File: src/rtl/obi_ram_bridge.sv
// OBI data-port terminator driving a single-cycle registered-read RAM port.
// Adds optional LFSR-driven grant stalls and errors out-of-range addresses without touching the RAM.
module obi_ram_bridge #(
  parameter int unsigned ADDR_WIDTH = 22,
  parameter int unsigned STALL_MAX  = 7,
  parameter logic [15:0] LFSR_SEED  = 16'hACE1
) (
  input  logic                  clk_i,
  input  logic                  rst_ni,
  input  logic                  data_req_i,
  output logic                  data_gnt_o,
  input  logic [31:0]           data_addr_i,
  input  logic                  data_we_i,
  input  logic [3:0]            data_be_i,
  input  logic [31:0]           data_wdata_i,
  output logic                  data_rvalid_o,
  output logic [31:0]           data_rdata_o,
  output logic                  data_err_o,
  input  logic                  stall_en_i,
  output logic                  ram_en_o,
  output logic [ADDR_WIDTH-1:0] ram_addr_o,
  output logic                  ram_we_o,
  output logic [3:0]            ram_be_o,
  output logic [31:0]           ram_wdata_o,
  input  logic [31:0]           ram_rdata_i
);

  // state | meaning
  // IDLE  | waiting for a request; grants immediately or draws a stall length
  // STALL | holding off the grant until the stall counter reaches zero
  typedef enum logic {IDLE, STALL} state_e;

  state_e      state_q, state_d;
  logic [7:0]  cnt_q, cnt_d;
  logic [15:0] lfsr_q, lfsr_d;
  logic        rvalid_q, err_q, rd_q;
  logic        err_c, gnt_c;
  logic [7:0]  draw_c;

  if (ADDR_WIDTH < 32) begin : g_range
    assign err_c = |data_addr_i[31:ADDR_WIDTH];
  end else begin : g_full
    assign err_c = 1'b0;
  end

  // A modulus of 256 would not fit in 8 bits; the raw byte is already in range then.
  if (STALL_MAX >= 255) begin : g_draw_raw
    assign draw_c = lfsr_q[7:0];
  end else begin : g_draw_mod
    localparam logic [7:0] MOD = 8'(STALL_MAX + 1);
    assign draw_c = lfsr_q[7:0] % MOD;
  end

  always_comb begin
    state_d = state_q;
    cnt_d   = cnt_q;
    lfsr_d  = lfsr_q;
    gnt_c   = 1'b0;
    case (state_q)
      IDLE: begin
        if (data_req_i) begin
          if (stall_en_i) begin
            lfsr_d = {1'b0, lfsr_q[15:1]} ^ (lfsr_q[0] ? 16'hB400 : 16'h0000);
            if (draw_c != 8'd0) begin
              state_d = STALL;
              cnt_d   = draw_c - 8'd1;
            end else begin
              gnt_c = 1'b1;
            end
          end else begin
            gnt_c = 1'b1;
          end
        end
      end
      STALL: begin
        if (!data_req_i) begin
          state_d = IDLE;
          cnt_d   = 8'd0;
        end else if (cnt_q != 8'd0) begin
          cnt_d = cnt_q - 8'd1;
        end else begin
          gnt_c   = 1'b1;
          state_d = IDLE;
        end
      end
      default: state_d = IDLE;
    endcase
  end

  // Grant is combinational from req, so it is also held low while reset is asserted.
  assign data_gnt_o  = gnt_c & rst_ni;
  assign ram_en_o    = data_gnt_o & ~err_c;
  assign ram_addr_o  = data_addr_i[ADDR_WIDTH-1:0];
  assign ram_we_o    = data_we_i;
  assign ram_be_o    = data_be_i;
  assign ram_wdata_o = data_wdata_i;

  always_ff @(posedge clk_i or negedge rst_ni) begin
    if (!rst_ni) begin
      state_q  <= IDLE;
      cnt_q    <= 8'd0;
      lfsr_q   <= LFSR_SEED;
      rvalid_q <= 1'b0;
      err_q    <= 1'b0;
      rd_q     <= 1'b0;
    end else begin
      state_q  <= state_d;
      cnt_q    <= cnt_d;
      lfsr_q   <= lfsr_d;
      rvalid_q <= data_gnt_o;
      err_q    <= err_c;
      rd_q     <= data_gnt_o & ~data_we_i & ~err_c;
    end
  end

  assign data_rvalid_o = rvalid_q;
  assign data_err_o    = rvalid_q & err_q;
  assign data_rdata_o  = rd_q ? ram_rdata_i : 32'h0;

endmodule

File: config.mk
export PLATFORM = sky130hd
export DESIGN_NAME = obi_ram_bridge
export DESIGN_NICKNAME = d
export VERILOG_FILES = /design/src/rtl/obi_ram_bridge.sv
export SDC_FILE = /design/constraint.sdc
export NUM_CORES = 1
export LEC_CHECK = 0
export CAP_MARGIN = 25
export CORE_UTILIZATION = 30
export CTS_CLUSTER_SIZE = 20
export DETAILED_ROUTE_END_ITERATION = 7
export GPL_ROUTABILITY_DRIVEN = 0
export HOLD_SLACK_MARGIN = 0.03
export PLACE_DENSITY = 0.81
export SLEW_MARGIN = 15
export SYNTH_ARGS = -nofsm -noshare
export SYNTH_HDL_FRONTEND = slang
export SYNTH_SLANG_ARGS = --single-unit
File: constraint.sdc
create_clock -name clk_i -period 2.59 [get_ports clk_i]
set_input_delay 0.518 -clock clk_i [delete_from_list [all_inputs] [get_ports clk_i]]
set_output_delay 0.518 -clock clk_i [all_outputs]
set_load 0.03 [all_outputs]
# --- Word level (Yosys, flattened, before mapping) ---
# Cells that the tools add are included.
totals:
  elab_cells: 46
  inputBits: 105
  reg_bits: 28
  output_inout_bits: 95
op_classes:
  reduce_logical: 5
  muxes: 20
  eq_ne: 4
  n_addsub: 2
  n_bitwise: 9
ops:
  columns: ["cell", "n"]
  rows:
  - ["2-to-1 mux 8 bit", 5]
  - ["2-to-1 mux 32 bit", 1]
  - ["2-to-1 mux 16 bit", 1]
  - ["one-hot mux 8 bit (2 select lines)", 1]
  - ["nonzero test 8 bit", 2]
  - ["bitwise XOR 15 x 16 -> 16 bit", 1]
  - ["2-to-1 mux 1 bit", 10]
  - ["OR reduction 10 bit", 1]
  - ["subtractor 8 x 1 -> 8 bit (second input constant)", 1]
  - ["!= test 2 bit (second input constant)", 3]
  - ["bitwise AND 1 bit", 5]
  - ["one-hot mux 1 bit (2 select lines)", 2]
  - ["AND reduction 4 bit", 1]
  - ["subtractor 3 x 1 -> 4 bit (second input constant)", 1]
  - ["!= test 3 x 2 -> 1 bit (second input constant)", 1]
  - ["NOT 1 bit", 3]
  - ["AND reduction 3 bit", 1]

# --- Logic depth before layout (Yosys ltp) ---
# Gate-level depths: netlist (run 1).
logic_depth:
  ltp_word: 8
  ltp_mapped: 7
  ltp_nobuf: 6

# --- Worst setup path before layout (run 1) ---
# No wires, ideal clock.
synth_timing:
  kind: "register to output"
  start: "register lfsr_q[0]"
  end: "output port ram_en_o"
  required_ps: 2072
  slack_ps: 298
  n_path_buf: 1
  t_arrival_ps: 1774
  path_stages_with_launch: 8
  path_cell_list: "dfstp_2 > clkbuf_1 > inv_1 > ha_1 > nand2b_1 > a21oi_1 > a31oi_1 > nor3_1"
synth_between:
  elab_chain_len: 7
synth_lines:
  columns: ["element", "line_no", "source"]
  rows:
  - ["start: declaration", "35", "logic [15:0] lfsr_q, lfsr_d;"]
  - ["start signal: assignment", "109", "lfsr_q <= lfsr_d;"]
  - ["nonzero test 8 bit", "64", "if (draw_c != 8'd0) begin"]
  - ["2-to-1 mux 1 bit", "64", null]
  - ["2-to-1 mux 1 bit", "62", "if (stall_en_i) begin"]
  - ["2-to-1 mux 1 bit", "61", "if (data_req_i) begin"]
  - ["one-hot mux 1 bit (2 select lines)", "59", "case (state_q)"]
  - ["bitwise AND 1 bit", "91", "assign data_gnt_o = gnt_c & rst_ni;"]
  - ["bitwise AND 1 bit", "92", "assign ram_en_o = data_gnt_o & ~err_c;"]
  - ["end: declaration", "20", "output logic ram_en_o,"]
# No other way between the ends.

# --- Final worst setup path (run 1) ---
layout_timing:
  start: "register lfsr_q[0]"
  end: "output port data_gnt_o"
layout_between:
  elab_chain_len: 6
layout_lines:
  columns: ["element", "line_no", "source"]
  rows:
  - ["nonzero test 8 bit", "64", null]
  - ["2-to-1 mux 1 bit", "64", null]
  - ["2-to-1 mux 1 bit", "62", null]
  - ["2-to-1 mux 1 bit", "61", null]
  - ["one-hot mux 1 bit (2 select lines)", "59", null]
  - ["bitwise AND 1 bit", "91", null]
  - ["end: declaration", "11", "output logic data_gnt_o,"]
# No other way between the ends.

==> flow_metrics.tcl, run 1 <==
set metrics [dict create \
    status "finished with violations" \
    violations "DRC" \
    max_freq_mhz 409 \
    ys_seq_area_share_pct 34.6 \
    pwr-share-seq_pct 44.5 \
    synth_cells 215 \
    switchingPower_mw 0.699 \
    num_antenna_cells 0 \
    clockRootBuffer "clkbuf_8" \
    syn-num-nets 324 \
    h-tree-depth 1 \
    grt.overflow.total 0 \
    dr.pass1.iters 6 \
    arrival_ns 1.93 \
    min_period_ns 2.45 \
    nNetsFinal 348 \
    p_leak_nw 1.03 \
    num_vias 1565 \
    grt_max_degree 33 \
    worst_slew_pin_slew_ns 0.532 \
    numClockSinks 28 \
    antenna_left 0 \
    fin_ws_ns 0.143 \
    power.internal_mw 1.22 \
    core-area_um2 6460 \
    synth-adder-area-share_pct 2.44 \
    synth.area.mux_share_pct 7.50 \
    p_sw_share_pct 36.4 \
    period_share_pct 94.5 \
    cp-end-kind "output port" \
    fill_cells 627 \
    critPathTopFamily "flip-flops" \
    synthSimpleGateAreaFrac_pct 20.8 \
    yosysWarnings 0 \
    power_per_cell_area_nw_per_um2 744 \
    ir_drop_mv 0.610 \
    antenna_found_initial 0 \
    finalSetupTns_ns 0 \
    syn-cell-area_um2 2050 \
    hold_buffers 0 \
    crit_type "reg2out" \
    layout_commonest_cell "clkdlybuf4s50_1" \
    slew_headroom_pct 64.2 \
    hold_violations 0 \
    layout.cells.most_common_list "clkdlybuf4s50_1 (81), and2_1 (35), dfrtp_1 (20)" \
    reg2reg_depth 6 \
    numPortBuffers 83 \
    holdPathStages 2 \
    regToRegSetupSlack_ns 0.74 \
    max-cap-violations 0 \
    setup_viol 0 \
    total_power_mw 1.92 \
    drc_errors 15 \
    die_area_um2 7170 \
    ioPinCount 200 \
    final_layout_size_suffix_gt1_share_pct 14.7 \
    seqCellArea_um2 711 \
    r2r-end "cnt_q[0]" \
    worstSetupStartpointType "flop" \
    totalWireLength_um 7850 \
    wl_per_cell_um 24.9 \
    drv_slew 0 \
    die_height_um 84.7 \
    reg2reg_from "lfsr_q[0]" \
    final_area_um2 2580 \
    dp_slack_ns 0.151 \
    die_width_um 84.7 \
    placed_area_um2 2520 \
    cts_tree "yes" \
    synth_cell_types 35 \
    crit_required_ns 2.07 \
    grt_pass1_wl_um 10900 \
    dp_hpwl_um 7030 \
    crit_path_cell_trace "inv_1 > ha_1 > nand2b_1 > a21oi_1 > a31oi_2 > nor2_1 > buf_4" \
    crit_path_top_delay_cell "dfstp_2" \
    crit_start "lfsr_q[0]" \
    routed_via_density 4.97 \
    multi_input_area_um2 852 \
    path_clk_slew_ns 0.09 \
    grt.total_usage_pct 21.6 \
    dp_cells 311 \
    areaGrowthSynthToFinish_pct 25.8 \
    hp-class "reg2reg" \
    ys_ff_latch 28 \
    grt_pass1_vias 1589 \
    synth_compound_area_share_pct 8.78 \
    comb_power_share_pct 41.7 \
    synth_top_family_by_area "buffers and inverters" \
    slowest_delay_ns 0.64 \
    clock_latency_ns 0.27 \
    critPathBufInv 2 \
    hp-start "lfsr_q[13]" \
    numCtsBuffers 3 \
    stdcell_count 315 \
    synthXorXnorAreaFrac_pct 1.71 \
    rsz0062_at_grt "no" \
    fin_skew_ns 0.00691 \
    cp_max_fo 7 \
    worstHoldEndpoint "lfsr_q[13]" \
    initial_core_util_pct 31.8 \
    rows 29 \
    avgSynthCellArea_um2 9.54 \
    drtIter0Drc 67 \
    cts_buffer_depth 2 \
    clockPowerShare_pct 13.8 \
]
==> final cells by class <==
class / instances / area share (%)
Clock buffer: 4 / 2.13
Inverter: 5 / 0.727
Multi-Input combinational cell: 115 / 33.0
Sequential cell: 28 / 27.5
Tap cell: 77 / 3.73
Timing Repair Buffer: 86 / 32.9
==> power by group through the flow <==
| stage | Clock, mW | Sequential (mW) | Combinational, mW |
|---|---|---|---|
| after floorplan | 0 | 0.793 | 0.778 |
| after global placement | 0 | 0.845 | 0.757 |
| after detailed placement | 0 | 0.860 | 0.792 |
| after CTS | 0.269 | 0.852 | 0.793 |
| after global routing | 0.289 | 0.879 | 0.876 |
| final | 0.265 | 0.854 | 0.801 |
==> sequential cells by signal, summed over array words and instances (netlist names) <==
name           count
rd_q               1
err_q              1
state_q            1
data_rvalid_o      1
cnt_q              8
lfsr_q            16
==> synthesized netlist by cell type (all sizes together) <==
master / instances / area [µm²]
nand4: 1 / 21.3
o22ai: 2 / 12.5
buf: 62 / 458
inv: 5 / 18.8
nand3: 1 / 5.00
nand2: 9 / 41.3
xnor2: 4 / 35.0
ha: 4 / 50.1
and2: 35 / 219
or4: 1 / 11.3
nor4: 7 / 65.1
o2bb2ai: 6 / 52.6
o32a: 1 / 10.0
a31o: 1 / 8.76
mux2: 13 / 154
nor2: 8 / 32.5
nor3: 2 / 10.0
nor3b: 1 / 7.51
dfstp: 8 / 210
o21ai: 7 / 35.0
dfrtp: 20 / 500
a31oi: 1 / 6.26
a21oi: 5 / 25.0
nand3b: 1 / 7.51
nand2b: 1 / 6.26
o211ai: 3 / 22.5
a21o: 1 / 7.51
clkbuf: 5 / 18.8
==> worst max path at each step <==
stage                             endpoint  slack, ns  cells after the start
final                           data_gnt_o       0.14                      7
after global routing            data_gnt_o       0.05                      7
after CTS                       data_gnt_o       0.07                      7
after detailed placement  data_rdata_o[20]       0.15                      3
after global placement    data_rdata_o[20]       0.16                      3
after floorplan                   ram_en_o       0.30                      7
==> kinds of logic (layout without fill, tap and decap cells) <==
kind of cell / after synthesis / after routing
AO/OA/AOI/OAI: 27 / 27
XOR/XNOR: 4 / 4
adder cells (fa/ha/maj): 4 / 4
buffers and inverters: 72 / 95
flip-flops: 28 / 28
multiplexers: 13 / 13
AND/OR/NAND/NOR: 67 / 67
==> worst min-delay path, stage by stage, from the launching register on <==
cell     delay (ns)
dfstp_2        0.39
nand2_1        0.04
o21ai_0        0.06
==> layer usage <==
layer	routed length, µm	track usage, %	up-vias
li1	-	-	704
met1	2540	20.8	732
met2	3840	37.0	123
met3	1430	16.9	6
met4	48	3.70	0
met5	0	0	-
==> metrics by stage <==
| step | hold WS (ns) | util [%] |
|---|---|---|
| after floorplan | 0.222 | - |
| after global placement | 0.466 | 39.0 |
| after detailed placement | 0.480 | 39.0 |
| after CTS | 0.496 | 39.9 |
| after global routing | 0.504 | 40.0 |
| final | 0.489 | 40.0 |
==> what timing repair did <==
action / in CTS / in global routing
buffers inserted: 0 / 0
setup endpoints to repair: 0 / 2
resized for setup: 0 / 1
(Power assumes the default switching activity.)
==> inputs of run 2 (changes only) <==
==> constraint.sdc (replaced) <==
create_clock -name clk_i -period 3 [get_ports clk_i]
set_input_delay 0.6 -clock clk_i [delete_from_list [all_inputs] [get_ports clk_i]]
set_output_delay 0.6 -clock clk_i [all_outputs]
set_load 0.03 [all_outputs]
==> run 2 against run 1 <==
The flow still finishes with violations (DRC). Critical path depth is the same. Count of clock-buffer cells in the layout shrank 1. Global-route usage grew 0.49 points. Largest power group unchanged.
==> flow_metrics.tcl, run 2 (synthesis gave the netlist of run 1 again) <==
set metrics [dict create \
    rows 29 \
    min_period_ns 2.68 \
    reg.largest.list "lfsr_q x16, cnt_q x8" \
    setup_viol 0 \
    post-cts-setup-buffer-count 0 \
    path_clk_slew_ns 0.09 \
    num_vias 1609 \
    hold_buffers 0 \
    layout_commonest_cell "clkdlybuf4s50_1" \
    nNetsFinal 348 \
    fin_ws_ns 0.316 \
    crit_required_ns 2.40 \
    die_height_um 84.7 \
    cts_tree "yes" \
    die_width_um 84.7 \
    utilization_pct 40.1 \
    hold_violations 0 \
    cp-end-kind "output port" \
    clockRootBuffer "clkbuf_8" \
    finalSetupTns_ns 0 \
    layout.cells.most_common_list "clkdlybuf4s50_1 (81), and2_1 (35), dfrtp_1 (20)" \
    slew_headroom_pct 64.5 \
    numPortBuffers 83 \
    antenna_found_initial 0 \
    grt_pass1_wl_um 11300 \
    rsz0062_at_grt "no" \
    wl_met3_um 1490 \
    violations "DRC" \
    clock_latency_ns 0.27 \
    worstSetupStartpointType "flop" \
    areaGrowthSynthToFinish_pct 26.3 \
    grt.total_usage_pct 22.1 \
    met2_length_um 3880 \
    num_antenna_cells 0 \
    drv_slew 0 \
    worst_slew_pin_slew_ns 0.528 \
    antenna_left 0 \
    arrival_ns 2.08 \
    core-area_um2 6460 \
    dp_hpwl_um 6990 \
    h-tree-depth 1 \
    p_leak_nw 1.03 \
    numClockSinks 28 \
    placed_area_um2 2520 \
    final_layout_size_suffix_gt1_share_pct 14.3 \
    crit_type "reg2out" \
    whs_ns 0.484 \
    die_area_um2 7170 \
    numCtsBuffers 3 \
    grt_max_degree 33 \
    hp-class "reg2reg" \
    ir_drop_mv 0.547 \
    power_per_cell_area_nw_per_um2 668 \
    routed_via_density 5.11 \
    period_share_pct 89.5 \
    largest_register_ffs 16 \
    largest-register "lfsr_q" \
    cts_buffer_depth 2 \
    fin_skew_ns 0.00248 \
    drc_errors 16 \
    drtIter0Drc 68 \
    dp_slack_ns 0.399 \
    dr.pass1.iters 7 \
    grt_pass1_vias 1635 \
    status "finished with violations" \
    max-cap-violations 0 \
    grt.overflow.total 0 \
    ioPinCount 200 \
    wl_per_cell_um 25.3 \
    max_freq_mhz 373 \
    initial_core_util_pct 31.8 \
    final_area_um2 2590 \
    top_layer "met4" \
    wl_met1_um 2540 \
    ctsResizeCount 0 \
    cp_max_fo 7 \
    totalWireLength_um 7970 \
]
-- run 2: cell types whose count changed in the layout (fill, tap and decap cells not counted), sizes merged --
cell,change
bufinv,+1
clkbuf,-1
-- run 2: metal layers --
layer	GRT usage [%]	vias to the layer above
li1	-	710
met1	20.5	742
met2	38.7	148
met3	17.6	9
met4	3.24	0
met5	0	-
-- run 2: worst paths after layout --
path                       slack, ns  startpoint  depth (start not counted)          to
min in group asynchronous       0.75      rst_ni                          2    cnt_q[0]
hold / removal                  0.48  lfsr_q[15]                          2  lfsr_q[15]
max in group asynchronous       1.95      rst_ni                          2  lfsr_q[13]
setup reg to reg                1.11   lfsr_q[0]                          6    cnt_q[0]
hold reg to reg                 0.48  lfsr_q[15]                          2  lfsr_q[15]
setup / recovery                0.32   lfsr_q[0]                          7  data_gnt_o
-- run 2: per-stage QoR --
stage / total power, mW / std cells
global placement: 1.38 / 311
detailed placement: 1.43 / 311
finish: 1.73 / 315
CTS: 1.73 / 315
global route: 1.84 / 315
floorplan: 1.36 / 215
-- run 2: worst max-delay path, cell delays in order, from the launching register on --
cell,delay (ns)
dfstp_2,0.64
inv_1,0.11
ha_1,0.22
nand2b_1,0.10
a21oi_1,0.08
a31oi_1,0.36
nor2_1,0.12
buf_4,0.19
-- run 2: report_power, final --
group	internal [mW]	total, mW	switching [mW]
Sequential	0.570	0.735	0.165
Clock	0.179	0.294	0.116
Combinational	0.365	0.702	0.337
-- run 2: area by class of cell --
class | count | area, µm²
clock buffer | 3 | 41.3
clock inverter | 1 | 30.0
fill | 618 | 3870
inverter | 5 | 18.8
multi-input combinational | 115 | 846
sequential | 28 | 711
tap | 77 | 96.3
timing repair buffer | 86 | 848
==> inputs of run 3 (changes only) <==
--- a/config.mk
+++ b/config.mk
@@ -12,6 +12,7 @@
 export GPL_ROUTABILITY_DRIVEN = 0
 export HOLD_SLACK_MARGIN = 0.03
 export PLACE_DENSITY = 0.81
+export SETUP_SLACK_MARGIN = 0.4
 export SLEW_MARGIN = 15
 export SYNTH_ARGS = -nofsm -noshare
 export SYNTH_HDL_FRONTEND = slang
==> run 3 against run 2 <==
The flow still finishes with violations (DRC). Flip-flop and latch count unchanged. Sequential power fell by 0.8%. Final cell count increased by 0.95%. Setup slack better by 0.12 ns. Wire length rose by 0.89%. Critical path type is now in2out. Largest cell class unchanged. Highest routed layer unchanged.
==> flow_metrics.tcl, run 3 (synthesis gave the netlist of run 1 again) <==
set metrics [dict create \
    status "finished with violations" \
    violations "DRC" \
    antenna_found_initial 0 \
    largest-register "lfsr_q" \
    critPathBufInv 2 \
    num_antenna_cells 0 \
    totalWireLength_um 8040 \
    nNetsFinal 351 \
    grt_max_degree 33 \
    grt_pass1_wl_um 11400 \
    cts_buffer_depth 2 \
    arrival_ns 1.96 \
    ioPinCount 200 \
    rsz0062_at_grt "no" \
    initial_core_util_pct 31.8 \
    cp_max_fo 1 \
    slowest_delay_ns 0.68 \
    hold_violations 0 \
    dp_cells 311 \
    holdPathStages 2 \
    dr.pass1.iters 8 \
    numClockSinks 28 \
    grt.total_usage_pct 22.1 \
    crit_required_ns 2.40 \
    period_share_pct 85.4 \
    critPathTopFamily "buffers and inverters" \
    die_area_um2 7170 \
    reg2reg_depth 6 \
    max-cap-violations 0 \
    num_vias 1630 \
    worstSetupStartpointType "input port" \
    path_common_cell "clkdlybuf4s50_1" \
    p_leak_nw 1.05 \
    path_clk_slew_ns 0.09 \
    antenna_left 0 \
    worst_slew_pin_slew_ns 0.534 \
    clock_latency_ns 0.27 \
    final_area_um2 2620 \
    rows 29 \
    cp-end-kind "output port" \
    die_width_um 84.7 \
    crit_path_top_delay_cell "clkdlybuf4s50_1" \
    clockRootBuffer "clkbuf_8" \
    grt_pass1_vias 1635 \
    hp-class "reg2reg" \
    grt.overflow.total 0 \
    dp_hpwl_um 6990 \
    max_freq_mhz 390 \
    fin_skew_ns 0.00316 \
    h-tree-depth 1 \
    drv_slew 0 \
    cts_tree "yes" \
    largest_register_ffs 16 \
    reg2reg_from "lfsr_q[0]" \
    utilization_pct 40.5 \
    final_layout_size_suffix_gt1_share_pct 15.8 \
    whs_ns 0.484 \
    wl_per_cell_um 25.3 \
    routed_via_density 5.13 \
    layout_commonest_cell "clkdlybuf4s50_1" \
    ir_drop_mv 0.565 \
    layout.cells.most_common_list "clkdlybuf4s50_1 (80), and2_1 (35), dfrtp_1 (20)" \
    fill_cells 616 \
    min_period_ns 2.56 \
    setup_viol 0 \
    regToRegSetupSlack_ns 1.19 \
    r2r-end "cnt_q[0]" \
    slew_headroom_pct 64.1 \
    power_per_cell_area_nw_per_um2 677 \
    drtIter0Drc 69 \
    finalSetupTns_ns 0 \
    hp-start "lfsr_q[15]" \
    numPortBuffers 83 \
    areaGrowthSynthToFinish_pct 27.6 \
    die_height_um 84.7 \
    reg.largest.list "lfsr_q x16, cnt_q x8" \
    core-area_um2 6460 \
    drc_errors 16 \
    crit_type "in2out" \
    stdcell_count 318 \
    worstHoldEndpoint "lfsr_q[15]" \
    crit_path_cell_trace "clkdlybuf4s50_1 > and2_1 > clkdlybuf4s50_1" \
    placed_area_um2 2520 \
    numCtsBuffers 3 \
]
==> run 3: changes by cell type in the layout (fill, tap and decap cells not counted) <==
cell             before  now
dlygate4sd2_1         0    1
a31oi_2               0    1
buf_4                 5    8
clkdlybuf4s50_1      81   80
a31oi_1               1    0
==> run 3: how the worst max path moves through the flow <==
stage                               start          endpoint  slack, ns  depth (start not counted)
final                     ram_rdata_i[17]  data_rdata_o[17]       0.44                          3
after global routing      ram_rdata_i[12]  data_rdata_o[12]       0.41                          3
after CTS                 ram_rdata_i[12]  data_rdata_o[12]       0.43                          3
after detailed placement  ram_rdata_i[20]  data_rdata_o[20]       0.40                          3
after global placement    ram_rdata_i[20]  data_rdata_o[20]       0.40                          3
after floorplan                 lfsr_q[0]          ram_en_o       0.63                          7
==> run 3: area by class of cell <==
| type | count | area (µm²) | area share, % |
|---|---|---|---|
| Clock buffer | 3 | 41.3 | 1.58 |
| Clock inverter | 1 | 30.0 | 1.15 |
| Inverter | 5 | 18.8 | 0.717 |
| Multi-Input combinational cell | 115 | 852 | 32.5 |
| Sequential cell | 28 | 711 | 27.1 |
| Tap cell | 77 | 96.3 | 3.68 |
| Timing Repair Buffer | 89 | 870 | 33.2 |
==> run 3: stage by stage <==
stage	total power, mW	setup slack (ns)
after global placement	1.38	0.402
final	1.77	0.437
after CTS	1.74	0.432
after floorplan	1.36	0.626
after global routing	1.88	0.409
after detailed placement	1.43	0.399
==> run 3: power breakdown <==
group          leakage (nW)  switching (mW)  total, mW  internal, mW
clock                0.0357           0.117      0.295         0.179
combinational         0.685           0.357      0.747         0.389
sequential            0.332           0.160      0.729         0.570
==> run 3: metal layers <==
layer  GRT usage, %  routed length [µm]  up-vias
li1               -                   -      716
met1           20.7                2550      759
met2           38.7                3960      150
met3           17.6                1490        5
met4           3.24                  42        0
met5              0                   0        -
==> run 3: timing repair <==
action | in CTS | in global routing
endpoints found under the setup margin | 3 | 2
buffers inserted | 0 | 3
resized for setup | 2 | 0
hold endpoints to repair | 0 | 0
cloned | 0 | 0
hold buffers | 0 | 0
==> run 3: tightest hold or removal path: stages (launching register included) <==
cell	delay, ns
dfstp_2	0.38
nand2_1	0.04
o21ai_0	0.06
